===== config.mk =====
export PLATFORM = sky130hd
export DESIGN_NAME = vp_decoder
export DESIGN_NICKNAME = d
export VERILOG_FILES = /design/src/rtl/vp_decoder.sv
export SDC_FILE = /design/constraint.sdc
export NUM_CORES = 1
export LEC_CHECK = 0
export BUFFER_PORTS_ARGS = -buffer_cell sky130_fd_sc_hd__buf_2
export CORE_MARGIN = 2
export CORE_UTILIZATION = 52
export CTS_BUF_LIST = sky130_fd_sc_hd__clkbuf_8 sky130_fd_sc_hd__clkbuf_16
export DETAILED_ROUTE_END_ITERATION = 10
export GPL_ROUTABILITY_DRIVEN = 0
export PLACE_DENSITY = 0.79
export SLEW_MARGIN = 15
export SYNTH_ARGS = -nofsm -noshare
export SYNTH_HDL_FRONTEND = slang
export SYNTH_SLANG_ARGS = --single-unit

===== constraint.sdc =====
create_clock -name i_clk -period 6.98 [get_ports i_clk]
set_clock_uncertainty 0.1 [all_clocks]
set_input_delay 0.349 -clock i_clk [delete_from_list [all_inputs] [get_ports i_clk]]
set_output_delay 0.349 -clock i_clk [all_outputs]
set_load 0.05 [all_outputs]

===== src/rtl/vp_decoder.sv =====
// vp_decoder: drains the VP encoder's left/right ping-pong buffers in strict alternation
// and streams signed w*ia products; define VPDEC_COALESCE_EN to merge same-address runs.
module vp_decoder #(
  parameter int ENTRIES = 3,
  parameter int DATA_W  = 16,
  parameter int ADDR_W  = 7,
  parameter int PSUM_W  = 32
) (
  input  logic                          i_clk,
  input  logic                          i_rst,
  input  logic                          i_left_ready,
  input  logic                          i_right_ready,
  input  logic [1:0]                    i_left_cnt,
  input  logic [1:0]                    i_right_cnt,
  input  logic [ENTRIES*3*ADDR_W-1:0]   i_addr_left_buffer,
  input  logic [ENTRIES*DATA_W-1:0]     i_w_data_left_buffer,
  input  logic [ENTRIES*DATA_W-1:0]     i_ia_data_left_buffer,
  input  logic [ENTRIES*3*ADDR_W-1:0]   i_addr_right_buffer,
  input  logic [ENTRIES*DATA_W-1:0]     i_w_data_right_buffer,
  input  logic [ENTRIES*DATA_W-1:0]     i_ia_data_right_buffer,
  output logic                          o_left_ack,
  output logic                          o_right_ack,
  output logic                          o_psum_valid,
  input  logic                          i_psum_ready,
  output logic [3*ADDR_W-1:0]           o_psum_addr,
  output logic [PSUM_W-1:0]             o_psum_data,
  output logic                          o_busy
);
  localparam int AW = 3*ADDR_W;
  typedef enum logic [1:0] {IDLE, DRAIN, FLUSH} state_t;
  state_t state;
  logic side;
  logic [1:0] cnt_q, idx, nxt, cnt_in, cnt_c;
  logic [ENTRIES*AW-1:0] addr_q;
  logic [ENTRIES*DATA_W-1:0] w_q, ia_q;
  logic signed [PSUM_W-1:0] sum;
  logic take, advance;
  function automatic logic signed [PSUM_W-1:0] prod_at(input int k);
    logic signed [2*DATA_W-1:0] p;
    p = $signed(w_q[k*DATA_W +: DATA_W]) * $signed(ia_q[k*DATA_W +: DATA_W]);
    return PSUM_W'(p);
  endfunction
  function automatic logic [AW-1:0] addr_at(input int k);
    return addr_q[k*AW +: AW];
  endfunction
  assign cnt_in  = side ? i_right_cnt : i_left_cnt;
  assign cnt_c   = (cnt_in > 2'(ENTRIES)) ? 2'(ENTRIES) : cnt_in;
  assign take    = (state == IDLE) && (side ? i_right_ready : i_left_ready);
  assign advance = !o_psum_valid || i_psum_ready;
  assign o_busy  = state != IDLE;
  // the group starting at idx is folded into one product; nxt is the first entry after it
  always_comb begin
    sum = prod_at(32'(idx));
    nxt = idx + 2'd1;
`ifdef VPDEC_COALESCE_EN
    begin
      logic run;
      run = 1'b1;
      for (int j = 1; j < ENTRIES; j++)
        if (run && (32'(idx) + 32'(j) < 32'(cnt_q)) && addr_at(32'(idx) + j) == addr_at(32'(idx))) begin
          sum = sum + prod_at(32'(idx) + j);
          nxt = 2'(32'(idx) + 32'(j) + 32'd1);
        end else
          run = 1'b0;
    end
`endif
  end
  always_ff @(posedge i_clk or posedge i_rst)
    if (i_rst) begin
      state        <= IDLE;
      side         <= 1'b0;
      cnt_q        <= '0;
      idx          <= '0;
      addr_q       <= '0;
      w_q          <= '0;
      ia_q         <= '0;
      o_left_ack   <= 1'b0;
      o_right_ack  <= 1'b0;
      o_psum_valid <= 1'b0;
      o_psum_addr  <= '0;
      o_psum_data  <= '0;
    end else begin
      o_left_ack  <= 1'b0;
      o_right_ack <= 1'b0;
      case (state)
        IDLE: if (take) begin
          addr_q      <= side ? i_addr_right_buffer : i_addr_left_buffer;
          w_q         <= side ? i_w_data_right_buffer : i_w_data_left_buffer;
          ia_q        <= side ? i_ia_data_right_buffer : i_ia_data_left_buffer;
          cnt_q       <= cnt_c;
          idx         <= '0;
          o_left_ack  <= !side;
          o_right_ack <= side;
          side        <= !side;
          state       <= (cnt_c != 2'd0) ? DRAIN : IDLE;
        end
        DRAIN: if (advance) begin
          o_psum_valid <= 1'b1;
          o_psum_data  <= sum;
          o_psum_addr  <= addr_at(32'(idx));
          idx          <= nxt;
          if (nxt >= cnt_q) state <= FLUSH;
        end
        FLUSH: if (advance) begin
          o_psum_valid <= 1'b0;
          state        <= IDLE;
        end
        default: state <= IDLE;
      endcase
    end
endmodule

==> reports/results.ini <==
[die]
io_pins=384
die_h_microns=199
die_x_microns=199
start_util_pct=52.6
die-area_sq_um=39600
rows=71
coreArea_sq_um=37600

[clock_tree]
cts_root_buffer=clkbuf_16
numCtsBuffers=24
clockBufferDepth=3
clkTransAtPathRegs_ns=0.06
insertion_delay_ns=0.56
cts_max_level=1
cts_tree=yes
clock_sinks=222

[synthesis]
syn_inst=2189
synth_simple_gate_area_share_pct=15.0
syn_nets=2862
synth-compound-area-share_pct=12.9
ys.flop_type=dfrtp_1
synthTopCellsByArea=dfrtp_1 28%, fa_1 27%, nand2_1 9.5%, a22oi_1 6.0%, inv_1 5.7%
synth_cell_types=60
seq_area_frac_synth_pct=28.1
ys_ff_latch=222
yosysTopAreaCellShare_pct=28.1
yosysMostFrequentCell=nand2_1
synth_area_per_cell_sq_um=9.03
yosys.area_share.adder_pct=31.9
synth_xor_area_share_pct=1.42
netlist_area_sq_um=19800
synth_largest_area_cell=dfrtp_1
yosysWarnings=0
synth_common_cells=498 x nand2_1, 299 x inv_1, 262 x fa_1
synth_top_family_by_area=adder cells
synth_edf_count=0
synthArstFlopShare_pct=100
synth_mux_area_share_pct=2.84

[finish]
layout-drive-gt1-share_pct=20.2
fin_util_pct=70.7
fin_nets=3552
syn_to_final_growth_pct=34.4
final_area_sq_um=26600
nFillCells=2486

[worst_setup_path]
critPathMaxFanout=9
crit_path_start=idx[0]$_DFFE_PP0P_
critPathLaunchType=flip-flop
r2r-end=o_psum_data[30]$_DFFE_PP0P_
arrival_ns=7.17
cp-end-kind=flip-flop
r2r_slack_ns=0.12
critPathCapture=o_psum_data[30]$_DFFE_PP0P_
worstSetupPathType=flip-flop to flip-flop
required_ns=7.28
r2r-start=idx[0]$_DFFE_PP0P_
ff2ff_path_depth=27

[run_status]
violations=negative hold slack
status=finished, violations left

[placement]
place_area_sq_um=22500
port_buffers=383
hpwlAfterDp_microns=46500

[sta]
max_freq_mhz=146
holdWs_ns=-0.00246
period_share_pct=98.3
slew_headroom_pct=28.6
setup_violations=0
rsz0062_at_grt=yes
report.final.slew_viol_count=0
tightest_slew_ns=1.07
finalHoldViolCount=1
period_needed_ns=6.86

[route]
post-route-drc-count=0
drtPass1Iterations=8
drt_iter0_drc=2103
avgRoutedWirePerCell_microns=20.9
antenna_left=0
vias_per_cell=5.74
wl_microns=71400
vias=19600

[worst_hold_path]
hold_path_class=input port to flip-flop

[global_route]
antenna_found_initial=6
grt_pass1_vias=20500
grt_max_degree=119
grt_usage_pct=35.5
grt_overflow=0
grt_pass1_wl_microns=108000

[run]
maxCapViolations=0

per-stage QoR:
| step | hold slack, ns | setup slack, ns | cells | setup TNS, ns |
|---|---|---|---|---|
| 6_report | -0.00246 | 0.118 | 3415 | 0 |
| 3_5_place_dp | 0.330 | 0.0687 | 3047 | 0 |
| 4_1_cts | 0.0000666 | 0.0469 | 3380 | 0 |
| 2_1_floorplan | 0.345 | 0.308 | 2189 | 0 |
| 5_1_grt | 0.0182 | -0.105 | 3413 | -0.404 |
| 3_3_place_gp | 0.323 | 0.203 | 3047 | 0 |
state kept, by name, indices dropped and copies added, names as in the netlist:
| signal | flops |
|---|---|
| addr_q | 63 |
| ia_q | 48 |
| w_q | 48 |
| o_psum_data | 32 |
| o_psum_addr | 21 |
| cnt_q | 2 |
| idx | 2 |
| state | 2 |
| o_left_ack | 1 |
| o_psum_valid | 1 |
| o_right_ack | 1 |
| side | 1 |
per-layer routing:
metal  global-route usage, %  share of wire, %  wire (microns)
met2                    60.3                48           33900
met4                    24.4               8.7            6220
met3                    7.70               9.7            6890
met1                    40.0                34           24400
met5                       0                 0               0
kinds of logic after synthesis:
family,count (synthesis)
AOI/OAI and AO/OA,375
xor gates and xnor gates,32
adders and majority gates,346
buffers and inverters,406
DFF,222
muxes,56
and+or+nand+nor,752
worst min-delay path by stage:
stage | start | endpoint | slack [ns] | cells past startpoint
after floorplan | addr_q[0]$_DFFE_PP0P_ | addr_q[0]$_DFFE_PP0P_ | 0.35 | 2
after global placement | i_rst | o_psum_data[4]$_DFFE_PP0P_ | 0.32 | 2
after detailed placement | i_rst | o_psum_data[4]$_DFFE_PP0P_ | 0.33 | 2
after CTS | i_addr_left_buffer[46] | addr_q[46]$_DFFE_PP0P_ | 0.00007 | 3
after global routing | i_ia_data_right_buffer[46] | ia_q[46]$_DFFE_PP0P_ | 0.02 | 3
final | i_ia_data_right_buffer[29] | ia_q[29]$_DFFE_PP0P_ | -0.002 | 3
cell usage in the layout, fill, tap and decap left out, types with 5 or more instances in the layout:
master         Yosys  layout
nand2_1          498     498
dlygate4sd3_1      0     289
dfrtp_1          222     220
a21o_1             6       6
diode_2            0       7
buf_6              2       7
nand2b_1          19      18
o21ai_2            4       9
o21bai_1           6       6
fa_1             262     261
clkbuf_16          0      26
o21ai_1           30      26
nor2_1           200     197
inv_1            299     302
xor2_1             9       9
nand3_1            5       5
a21oi_1           79      76
buf_4              1      85
ha_1              84      81
a22oi_1          159     159
buf_2             18     385
o21ai_0           33      31
xnor2_1           23      23
clkbuf_8           0       5
o21a_2             0      11
o21a_1            25      13
or2_2              5       5
mux2i_1           56      53
clkinv_2           0       6
cell type report:
cell class	instances	area, sq um	area share (%)
Antenna cell	7	17.5	0.0659
Tap cell	511	639	2.41
Clock inverter	15	103	0.386
Multi-Input combinational cell	1561	12800	48.2
Sequential cell	222	5560	20.9
Clock buffer	29	669	2.52
Inverter	299	1130	4.25
Timing Repair Buffer	771	5650	21.2
timing repair:
action / 4_1_cts / 5_1_grt
hold buffers: 289 / 0
resized for setup: 0 / 43
setup buffers: 0 / 24
endpoints found under the hold margin: 211 / 0
setup endpoints to repair: 0 / 13
worst max-delay path: stages (launching register included):
cell and delay [ns]:
dfrtp_4 0.54, nor2b_4 0.15, buf_12 0.15, buf_12 0.14
nand2_1 0.09, o21ai_1 0.13, buf_4 0.23, nand2_1 0.10
fa_1 0.53, inv_1 0.05, fa_1 0.50, inv_1 0.06
fa_1 0.54, inv_1 0.06, fa_1 0.45, fa_1 0.49
inv_1 0.05, fa_1 0.47, inv_1 0.05, ha_1 0.36
nand2_1 0.16, nor2_2 0.07, a21oi_1 0.27, a21oi_2 0.13
o41a_4 0.40, a211oi_2 0.23, or3_1 0.15, a31oi_1 0.08
Power is left out: the tool's default activity adds up to more than one toggle a clock period on the data nets, which glitch-free logic cannot reach.
